===== src/rtl/nou_rsp_drain_pkg.sv =====
// Shared definitions for the response-drain block: default word width and the
// interrupt-coalescing state encoding.
`ifndef NOU_XOCC_CMD_WIDTH
`define NOU_XOCC_CMD_WIDTH 32
`endif

package nou_rsp_drain_pkg;

    localparam int NOU_DATA_W = `NOU_XOCC_CMD_WIDTH;
    localparam int SKID_DEPTH = 2;

    typedef enum logic [1:0] {
        IRQ_IDLE = 2'd0,
        IRQ_WAIT = 2'd1,
        IRQ_FIRE = 2'd2
    } irq_state_e;

endpackage


===== src/rtl/nou_rsp_drain_if.sv =====
// Response-FIFO read port plus the XOCC response channel toward the core.
interface nou_rsp_drain_if
    import nou_rsp_drain_pkg::*;
#(
    parameter int DATA_W = NOU_DATA_W,
    parameter int CNT_W  = 6
);
    logic              rsp_fifo_empty;
    logic [CNT_W-1:0]  rsp_fifo_cnt;
    logic              rsp_fifo_rd_en;
    logic [DATA_W-1:0] rsp_fifo_rd_data;
    logic              xocc_rsp_vld;
    logic              xocc_rsp_rdy;
    logic [DATA_W-1:0] xocc_rsp_data;

    modport master (
        input  rsp_fifo_empty, rsp_fifo_cnt, rsp_fifo_rd_data, xocc_rsp_rdy,
        output rsp_fifo_rd_en, xocc_rsp_vld, xocc_rsp_data
    );

    modport slave (
        output rsp_fifo_empty, rsp_fifo_cnt, rsp_fifo_rd_data, xocc_rsp_rdy,
        input  rsp_fifo_rd_en, xocc_rsp_vld, xocc_rsp_data
    );
endinterface


===== src/rtl/nou_rsp_skid.sv =====
// Two-entry output buffer that hides the FIFO read latency; reads are issued
// only when a slot is guaranteed free for the returning word.
module nou_rsp_skid
    import nou_rsp_drain_pkg::*;
#(
    parameter int DATA_W = NOU_DATA_W
) (
    input  logic             clk,
    input  logic             rst_n,
    nou_rsp_drain_if.master  bus,
    output logic [1:0]       occ,
    output logic             inflight
);
    logic [1:0]        occ_reg;
    logic              head_reg;
    logic              tail_reg;
    logic              inflight_reg;
    logic              pop;
    logic              rd_en;
    logic [1:0]        occ_next_pop;
    logic [DATA_W-1:0] ent [SKID_DEPTH];

    // Credit check counts the slot freed by a same-cycle pop, so rdy feeds rd_en directly.
    always_comb begin
        pop          = (occ_reg != 2'd0) && bus.xocc_rsp_rdy;
        occ_next_pop = occ_reg - {1'b0, pop};
        rd_en        = !bus.rsp_fifo_empty && ((occ_next_pop + {1'b0, inflight_reg}) < 2'd2);
    end

    always_ff @(posedge clk or negedge rst_n) begin
        if (!rst_n) begin
            occ_reg      <= 2'd0;
            head_reg     <= 1'b0;
            tail_reg     <= 1'b0;
            inflight_reg <= 1'b0;
        end else begin
            occ_reg      <= occ_reg + {1'b0, inflight_reg} - {1'b0, pop};
            inflight_reg <= rd_en;
            if (pop)
                head_reg <= ~head_reg;
            if (inflight_reg)
                tail_reg <= ~tail_reg;
        end
    end

    for (genvar gi = 0; gi < SKID_DEPTH; gi++) begin : g_ent
        logic [DATA_W-1:0] entry_reg;

        always_ff @(posedge clk or negedge rst_n) begin
            if (!rst_n)
                entry_reg <= '0;
            else if (inflight_reg && (tail_reg == 1'(gi)))
                entry_reg <= bus.rsp_fifo_rd_data;
        end

        assign ent[gi] = entry_reg;
    end

    assign bus.rsp_fifo_rd_en = rd_en;
    assign bus.xocc_rsp_vld   = (occ_reg != 2'd0);
    assign bus.xocc_rsp_data  = ent[head_reg];
    assign occ                = occ_reg;
    assign inflight           = inflight_reg;

endmodule


===== src/rtl/nou_rsp_drain.sv =====
// Drains completed responses to the core and coalesces them into an interrupt;
// also keeps a sticky error flag and a delivered-response counter.
module nou_rsp_drain
    import nou_rsp_drain_pkg::*;
#(
    parameter int DATA_W     = NOU_DATA_W,
    parameter int CNT_W      = 6,
    parameter int TMO_W      = 12,
    parameter int STATUS_BIT = 0
) (
    input  logic             clk,
    input  logic             rst_n,
    nou_rsp_drain_if.master  bus,
    input  logic             irq_en,
    input  logic [CNT_W-1:0] irq_thresh,
    input  logic [TMO_W-1:0] irq_timeout,
    input  logic             irq_clr,
    output logic             nou_irq,
    input  logic             err_clr,
    output logic             rsp_err,
    output logic [31:0]      rsp_dlv_cnt
);
    logic [1:0]       occ;
    logic             inflight;
    logic             hs;
    logic [CNT_W:0]   avail;
    logic [CNT_W:0]   thresh_eff;
    irq_state_e       state_reg;
    logic [TMO_W-1:0] timer_reg;
    logic             irq_reg;
    logic             err_reg;
    logic [31:0]      dlv_cnt_reg;

    nou_rsp_skid #(.DATA_W(DATA_W)) u_skid (
        .clk      (clk),
        .rst_n    (rst_n),
        .bus      (bus),
        .occ      (occ),
        .inflight (inflight)
    );

    // Words already pulled out of the FIFO still count as available to the core.
    always_comb begin
        hs         = bus.xocc_rsp_vld && bus.xocc_rsp_rdy;
        avail      = {1'b0, bus.rsp_fifo_cnt} + (CNT_W+1)'(occ) + (CNT_W+1)'(inflight);
        thresh_eff = (irq_thresh == '0) ? (CNT_W+1)'(1) : {1'b0, irq_thresh};
    end

    always_ff @(posedge clk or negedge rst_n) begin
        if (!rst_n) begin
            state_reg <= IRQ_IDLE;
            timer_reg <= '0;
            irq_reg   <= 1'b0;
        end else if (!irq_en) begin
            state_reg <= IRQ_IDLE;
            irq_reg   <= 1'b0;
        end else begin
            case (state_reg)
                IRQ_IDLE: begin
                    if (avail != '0) begin
                        state_reg <= IRQ_WAIT;
                        timer_reg <= '0;
                    end
                end
                IRQ_WAIT: begin
                    if (timer_reg != '1)
                        timer_reg <= timer_reg + TMO_W'(1);
                    if (avail == '0) begin
                        state_reg <= IRQ_IDLE;
                    end else if ((avail >= thresh_eff) || (timer_reg == irq_timeout)) begin
                        state_reg <= IRQ_FIRE;
                        irq_reg   <= 1'b1;
                    end
                end
                IRQ_FIRE: begin
                    if (irq_clr) begin
                        state_reg <= IRQ_IDLE;
                        irq_reg   <= 1'b0;
                    end
                end
                default: begin
                    state_reg <= IRQ_IDLE;
                    irq_reg   <= 1'b0;
                end
            endcase
        end
    end

    // A new error outranks a same-cycle clear so it is never lost.
    always_ff @(posedge clk or negedge rst_n) begin
        if (!rst_n) begin
            err_reg     <= 1'b0;
            dlv_cnt_reg <= 32'd0;
        end else begin
            if (hs)
                dlv_cnt_reg <= dlv_cnt_reg + 32'd1;
            if (hs && bus.xocc_rsp_data[STATUS_BIT])
                err_reg <= 1'b1;
            else if (err_clr)
                err_reg <= 1'b0;
        end
    end

    assign nou_irq     = irq_reg;
    assign rsp_err     = err_reg;
    assign rsp_dlv_cnt = dlv_cnt_reg;

endmodule


===== src/flat_wrapper.sv =====
// flat-port wrapper written by rule: the top's interface ports become plain ports
module nou_rsp_drain_flat import nou_rsp_drain_pkg::*;
#(
    parameter int DATA_W     = NOU_DATA_W,
    parameter int CNT_W      = 6,
    parameter int TMO_W      = 12,
    parameter int STATUS_BIT = 0
)
  (clk, rst_n, irq_en, irq_thresh, irq_timeout, irq_clr, nou_irq, err_clr, rsp_err, rsp_dlv_cnt, bus_rsp_fifo_empty, bus_rsp_fifo_cnt, bus_rsp_fifo_rd_data, bus_xocc_rsp_rdy, bus_rsp_fifo_rd_en, bus_xocc_rsp_vld, bus_xocc_rsp_data);
  nou_rsp_drain_if #(.DATA_W(DATA_W), .CNT_W(CNT_W)) bus_i ();
  input  logic clk;
  input  logic rst_n;
  input  logic irq_en;
  input  logic [CNT_W-1:0] irq_thresh;
  input  logic [TMO_W-1:0] irq_timeout;
  input  logic irq_clr;
  output logic nou_irq;
  input  logic err_clr;
  output logic rsp_err;
  output logic [31:0] rsp_dlv_cnt;
  input wire logic [$bits(bus_i.rsp_fifo_empty)-1:0] bus_rsp_fifo_empty;
  input wire logic [$bits(bus_i.rsp_fifo_cnt)-1:0] bus_rsp_fifo_cnt;
  input wire logic [$bits(bus_i.rsp_fifo_rd_data)-1:0] bus_rsp_fifo_rd_data;
  input wire logic [$bits(bus_i.xocc_rsp_rdy)-1:0] bus_xocc_rsp_rdy;
  output wire logic [$bits(bus_i.rsp_fifo_rd_en)-1:0] bus_rsp_fifo_rd_en;
  output wire logic [$bits(bus_i.xocc_rsp_vld)-1:0] bus_xocc_rsp_vld;
  output wire logic [$bits(bus_i.xocc_rsp_data)-1:0] bus_xocc_rsp_data;
  assign bus_i.rsp_fifo_empty = bus_rsp_fifo_empty;
  assign bus_i.rsp_fifo_cnt = bus_rsp_fifo_cnt;
  assign bus_i.rsp_fifo_rd_data = bus_rsp_fifo_rd_data;
  assign bus_i.xocc_rsp_rdy = bus_xocc_rsp_rdy;
  assign bus_rsp_fifo_rd_en = bus_i.rsp_fifo_rd_en;
  assign bus_xocc_rsp_vld = bus_i.xocc_rsp_vld;
  assign bus_xocc_rsp_data = bus_i.xocc_rsp_data;
  nou_rsp_drain #(.DATA_W(DATA_W), .CNT_W(CNT_W), .TMO_W(TMO_W), .STATUS_BIT(STATUS_BIT)) u_core (.clk(clk), .rst_n(rst_n), .bus(bus_i), .irq_en(irq_en), .irq_thresh(irq_thresh), .irq_timeout(irq_timeout), .irq_clr(irq_clr), .nou_irq(nou_irq), .err_clr(err_clr), .rsp_err(rsp_err), .rsp_dlv_cnt(rsp_dlv_cnt));
endmodule

===== config.mk =====
export PLATFORM = sky130hd
export DESIGN_NAME = nou_rsp_drain_flat
export DESIGN_NICKNAME = d
export VERILOG_FILES = /design/src/rtl/nou_rsp_drain_pkg.sv /design/src/rtl/nou_rsp_drain_if.sv /design/src/rtl/nou_rsp_skid.sv /design/src/rtl/nou_rsp_drain.sv /design/src/flat_wrapper.sv
export SDC_FILE = /design/constraint.sdc
export NUM_CORES = 1
export LEC_CHECK = 0
export CAP_MARGIN = 20
export CELL_PAD_IN_SITES_DETAIL_PLACEMENT = 2
export CELL_PAD_IN_SITES_GLOBAL_PLACEMENT = 2
export CORE_ASPECT_RATIO = 0.7
export CORE_UTILIZATION = 33
export DETAILED_ROUTE_END_ITERATION = 7
export HOLD_SLACK_MARGIN = 0.15
export PLACE_DENSITY_LB_ADDON = 0.1
export RECOVER_POWER = 50
export SYNTH_ARGS = -nofsm -noshare
export SYNTH_HDL_FRONTEND = slang
export SYNTH_SLANG_ARGS = --single-unit

===== constraint.sdc =====
create_clock -name clk -period 3.5 [get_ports clk]
set_input_delay 0.525 -clock clk [delete_from_list [all_inputs] [get_ports clk]]
set_output_delay 0.525 -clock clk [all_outputs]
set_load 0.03 [all_outputs]

**After elaboration in Yosys (flattened, before gate mapping)**

Index checks and enable logic that the tools add are counted.

- Flip-flop bits (word level): 117
- Output and inout bits: 68
- Input port bits: 63

- Muxes and demuxes: 20
- Equal/unequal tests: 12
- Reduce and logical (&&, ||, !) cells: 17
- Order comparisons: 3
- Bitwise gates (word level): 3
- Add/sub/neg operators: 8

Operators by type and width:

| operator | number |
|---|---|
| $mux W32 | 3 |
| $add A32 B1 Y32 const B | 1 |
| $mux W12 | 2 |
| $pmux W12 S2 | 1 |
| $add A12 B1 Y12 const B | 1 |
| $eq A12 B12 Y1 | 1 |
| $ne A12 B12 Y1 const B | 1 |
| $mux W2 | 5 |
| $reduce_and A4 Y1 | 2 |
| $add A6 B2 Y7 | 1 |
| $add A7 B1 Y7 | 1 |
| $ge A7 B7 Y1 | 1 |
| $logic_not A7 Y1 | 1 |
| $reduce_bool A7 Y1 | 1 |
| $logic_not A6 Y1 | 1 |
| $mux W1 | 6 |
| $mux W6 | 1 |
| $ne A3 B2 Y1 const B | 2 |
| $ne A3 B3 Y1 const B | 2 |
| $pmux W2 S3 | 1 |
| $reduce_bool A2 Y1 | 3 |
| $logic_and A1 B1 Y1 | 5 |
| $add A2 B1 Y2 | 2 |
| $ne A2 B1 Y1 const B | 2 |
| other kinds (14) | 16 |

**Longest topological paths before layout**

- Depth in word-level cells: 8
- Gate-level depth with buffers: 10
- Depth with buffers taken out: 10

**Cells and area by module**

A second synthesis with hierarchy kept.

- Cell total of the unflattened synthesis: 464
- Area, all modules: 5763.0 sq um

By module, submodules not included:

| module | cells each | area each (sq um) | instances |
|---|---|---|---|
| nou_rsp_skid | 188 | 3022.9 | 1 |
| nou_rsp_drain | 276 | 2740.1 | 1 |

**Worst setup path before layout**

OpenSTA, ideal clock, no wires.

- Kind: input to register
- Start point: in bus_rsp_fifo_cnt[0]
- End point: reg u_core.irq_reg, in the netlist u_core.nou_irq
- Data required time: 3.368 ns
- Path slack: 0.803 ns
- Path buffers: 0
- Setup time: 0.132 ns
- Stages on the path: 9
- Arrival time: 2.566 ns
- Cell sequence: fa_1 > inv_1 > fa_1 > nand3b_1 > xnor2_1 > ha_1 > a21o_1 > a2111oi_4 > o21ai_1

- Word-level cells in the longest chain between the ends: 6
- Elaborated cells between the ends (all ways): 8

Ends and longest elaborated chain:

| element | line | RTL |
|---|---|---|
| start, declared | flat_wrapper.sv:22 | `input wire logic [$bits(bus_i.rsp_fifo_cnt)-1:0] bus_rsp_fifo_cnt;` |
| $add A6 B2 Y7 (*) | nou_rsp_drain.sv:45 | `avail = {1'b0, bus.rsp_fifo_cnt} + (CNT_W+1)'(occ) + (CNT_W+1)'(inflight);` |
| $add A7 B1 Y7 (*) | nou_rsp_drain.sv:45 |  |
| $ge A7 B7 Y1 | nou_rsp_drain.sv:70 | `end else if ((avail >= thresh_eff) \|\| (timer_reg == irq_timeout)) begin` |
| $logic_or A1 B1 Y1 | nou_rsp_drain.sv:70 |  |
| $ne A3 B2 Y1 (no source line) | -- |  |
| $reduce_and A4 Y1 (no source line) (*) | -- |  |
| end signal, assigned | nou_rsp_drain.sv:72 | `irq_reg <= 1'b1;` |
| end signal, assigned | nou_rsp_drain.sv:78 | `irq_reg <= 1'b0;` |
| end signal, assigned | nou_rsp_drain.sv:83 | `irq_reg <= 1'b0;` |
| end, declared | nou_rsp_drain.sv:30 | `logic irq_reg;` |

Every way passes the cells marked *; elsewhere a longest branch is shown, timed or not.
A chain may end at the register's enable or synchronous reset.

**Worst setup path after layout**

- Start point: in bus_xocc_rsp_rdy
- End point: out bus_rsp_fifo_rd_en

- Word-level cells in the longest chain between the ends: 5

Ends and longest elaborated chain:

| element | line | RTL |
|---|---|---|
| start, declared | flat_wrapper.sv:24 | `input wire logic [$bits(bus_i.xocc_rsp_rdy)-1:0] bus_xocc_rsp_rdy;` |
| $logic_and A1 B1 Y1 | -- |  |
| net u_core.hs | nou_rsp_drain.sv:25 | `logic hs;` |
| $sub A2 B1 Y2 | nou_rsp_skid.sv:26 | `occ_next_pop = occ_reg - {1'b0, pop};` |
| $add A2 B1 Y2 | nou_rsp_skid.sv:27 | `rd_en = !bus.rsp_fifo_empty && ((occ_next_pop + {1'b0, inflight_reg}) < 2'd2);` |
| $lt A2 B2 Y1 | nou_rsp_skid.sv:27 |  |
| $logic_and A1 B1 Y1 | nou_rsp_skid.sv:27 |  |
| end, declared | flat_wrapper.sv:25 | `output wire logic [$bits(bus_i.rsp_fifo_rd_en)-1:0] bus_rsp_fifo_rd_en;` |

The timed path passes the listed nets, and every way through them passes these cells.

==> metrics.cfg <==
[critical_path]
path_cells=dlygate4sd3_1, o21ai_2, inv_1, ha_1, inv_1, ha_1, xnor2_1, xnor2_1, nor2_1, buf_12
crit_path_end_kind=primary output
r2r_cells=9
worst-endpoint-required_ns=2.97
startpoint_type=primary input
crit_type=primary input to primary output
timing.rr.start=u_core.u_skid.occ[0]$_DFF_PN0_
crit_start=bus_xocc_rsp_rdy
cp.buffers_inverters=4
path_depth=10
r2r_end=u_core.state_reg[1]$_DFFE_PN0P_
critPathCapture=bus_rsp_fifo_rd_en
cpMaxStageDelayCell=dlygate4sd3_1
slowest_delay_ns=0.58
crit_path_max_fanout=6
crit_family=buffers and inverters
r2r_slack_ns=0.56
cp.arrival_ns=2.65

[detailed_routing]
vias_per_cell=4.94
drtIter0Drc=121
routed_wl_mm=15.8
drc=0
postRouteAntennaNets=0
drt_pass1_iterations=4
wl_per_cell_um=18.4
vias=4219

[cts]
cts_buffer_depth=2
cts_tree=yes
clk_latency_ns=0.42
path_clk_slew_ns=0.06
htreeDepth=4
cts_resized=0
cts_made_buffers=17
cts_setup_buffers=0
clock_sinks=117
postCtsHoldBufs=0
cts_root_buffer=clkbuf_16

[sta]
fin_skew_ns=0.00879
setup_viol=0
post-route-period-util_pct=90.8
hold_violations=0
fin_crit_ns=3.18
hold_slack_ns=0.496
rsz0062_at_grt=no
worst_pin_slew_ns=1.98
slew_headroom_pct=-32.2
tns_ns=0
fmax_ghz=0.315
slew_viol_final=100

[logic_synthesis]
ys_seq_area_share_pct=50.3
synth_cell_type_count=49
ys_ff_latch=117
avgSynthCellArea_um2=12.3
ys.flop_type=dfrtp_1
synthTopCellsByArea=dfrtp_1 50%, mux2_2 19%, xnor2_1 6.0%, ha_1 2.4%, xor2_1 2.0%
synth_edf_count=0
netlist.area_leader.share_pct=50.3
synthCells=474
ys_warn_count=0
async_reset_ff_share_pct=100
syn_nets=550
yosys-top-cells-count=117 x dfrtp_1, 96 x mux2_2, 40 x xnor2_1
synth_most_common_cell=dfrtp_1
yosysTopAreaCell=dfrtp_1
synth.cell_area_um2=5830

[layout]
design_area_um2=8010
largest_reg_flops=64
nNetsFinal=686
layout-drive-gt1-share_pct=25.0
antennaDiodeCount=0
areaGrowthSynthToFinish_pct=37.5

[grt]
antenna_found_initial=0
grt_max_degree=67
grt_pass1_vias=4716
grt_pass1_wl_mm=25.9
grt_usage_pct=18.6
grt_overflow=0

[hold_path]
min_from=u_core.rsp_dlv_cnt[22]$_DFFE_PN0P_
min_path_type=register to register

[flow_run]
drv_cap=2

[placed_design]
routabilityCongestion=0.795
portBuffers=130
dpl.hpwl_mm=11.2
placed_cell_area_um2=7390

[pwr]
p_sw_mw=2.70
p_leak_nw=3.31
irDropWorstVdd_mv=0.353
combPwrFrac_pct=44.5
p_int_mw=4.58
power_frac_clock_pct=25.0
power.total_mw=7.28
switching_share_pct=37.1
seqPwrFrac_pct=30.5
powerDensity_nw_per_um2=908

[die]
die_h_um=113
die_x_um=161
rows=40
ioPinCount=131
initial_utilization_pct=33.8
dieArea_um2=18200
core_um2=17200

[run_status]
violations=max-capacitance violations, max-slew violations
status=finished, violations left

cells by family after synthesis:
logic type,count (synthesis),share of synthesized area (%)
compound gates,36,6.29
xor+xnor,53,7.97
fa+ha+maj,13,3.05
buf+inv,42,3.01
flops,117,50.3
mux,97,18.7
simple gates,116,10.7
cells in the final DEF, fill, tap and decap left out, drive strengths merged, types with 4 or more instances in the layout:
| master | n |
|---|---|
| or3 | 4 |
| nor2 | 21 |
| clkdlybuf4s50 | 127 |
| buf | 5 |
| clkinvlp | 5 |
| xor2 | 13 |
| a31oi | 9 |
| ha | 11 |
| nor3 | 7 |
| mux2 | 96 |
| clkbuf | 21 |
| and3 | 8 |
| inv | 27 |
| a21oi | 5 |
| o21ai | 9 |
| nand4 | 12 |
| nand3 | 20 |
| dfrtp | 117 |
| nand2 | 29 |
| xnor2 | 40 |
final cells by class:
type / instances / area, um^2
fill: 1739 / 9210
sequential: 117 / 2930
multi-input combinational: 315 / 2730
timing repair buffer: 136 / 1370
clock buffer: 18 / 439
tap: 231 / 289
clock inverter: 14 / 173
inverter: 23 / 86.3
through the flow:
step / setup WS (ns) / utilization, % / cells
2_1_floorplan: 0.803 / - / 474
3_3_place_gp: 0.268 / 42.9 / 821
3_5_place_dp: 0.0977 / 42.9 / 821
4_1_cts: 0.258 / 46.5 / 853
5_1_grt: 0.0835 / 46.5 / 854
6_report: 0.322 / 46.5 / 854
how the worst min path moves through the flow:
stage / slack (ns) / endpoint / depth (start not counted)
CTS: 0.27 / u_core.rsp_dlv_cnt[16]$_DFFE_PN0P_ / 1
floorplan: 0.23 / u_core.nou_irq$_DFFE_PN0P_ / 0
global placement: 0.46 / u_core.rsp_dlv_cnt[31]$_DFFE_PN0P_ / 1
detailed placement: 0.49 / u_core.rsp_dlv_cnt[31]$_DFFE_PN0P_ / 1
finish: 0.50 / u_core.rsp_dlv_cnt[22]$_DFFE_PN0P_ / 1
global route: 0.52 / u_core.u_skid.g_ent[1].entry_reg[21]$_DFFE_PN0P_ / 1
layer usage:
layer | wire length, um | part of all wire [%] | global-route usage, %
met1 | 7170 | 45 | 24.0
met2 | 7710 | 49 | 30.5
met3 | 638 | 4.0 | 4.84
met4 | 239 | 1.5 | 6.35
met5 | 0 | 0 | 0
power groups by stage:
| stage | logic, mW | registers [mW] | clock network [mW] |
|---|---|---|---|
| after global placement | 3.14 | 2.18 | 0 |
| after floorplan | 2.06 | 2.19 | 0 |
| final | 3.24 | 2.22 | 1.82 |
| after CTS | 3.27 | 2.23 | 1.86 |
| after global routing | 3.47 | 2.30 | 1.92 |
| after detailed placement | 3.25 | 2.24 | 0 |
Power figures use the tool's default switching activity.
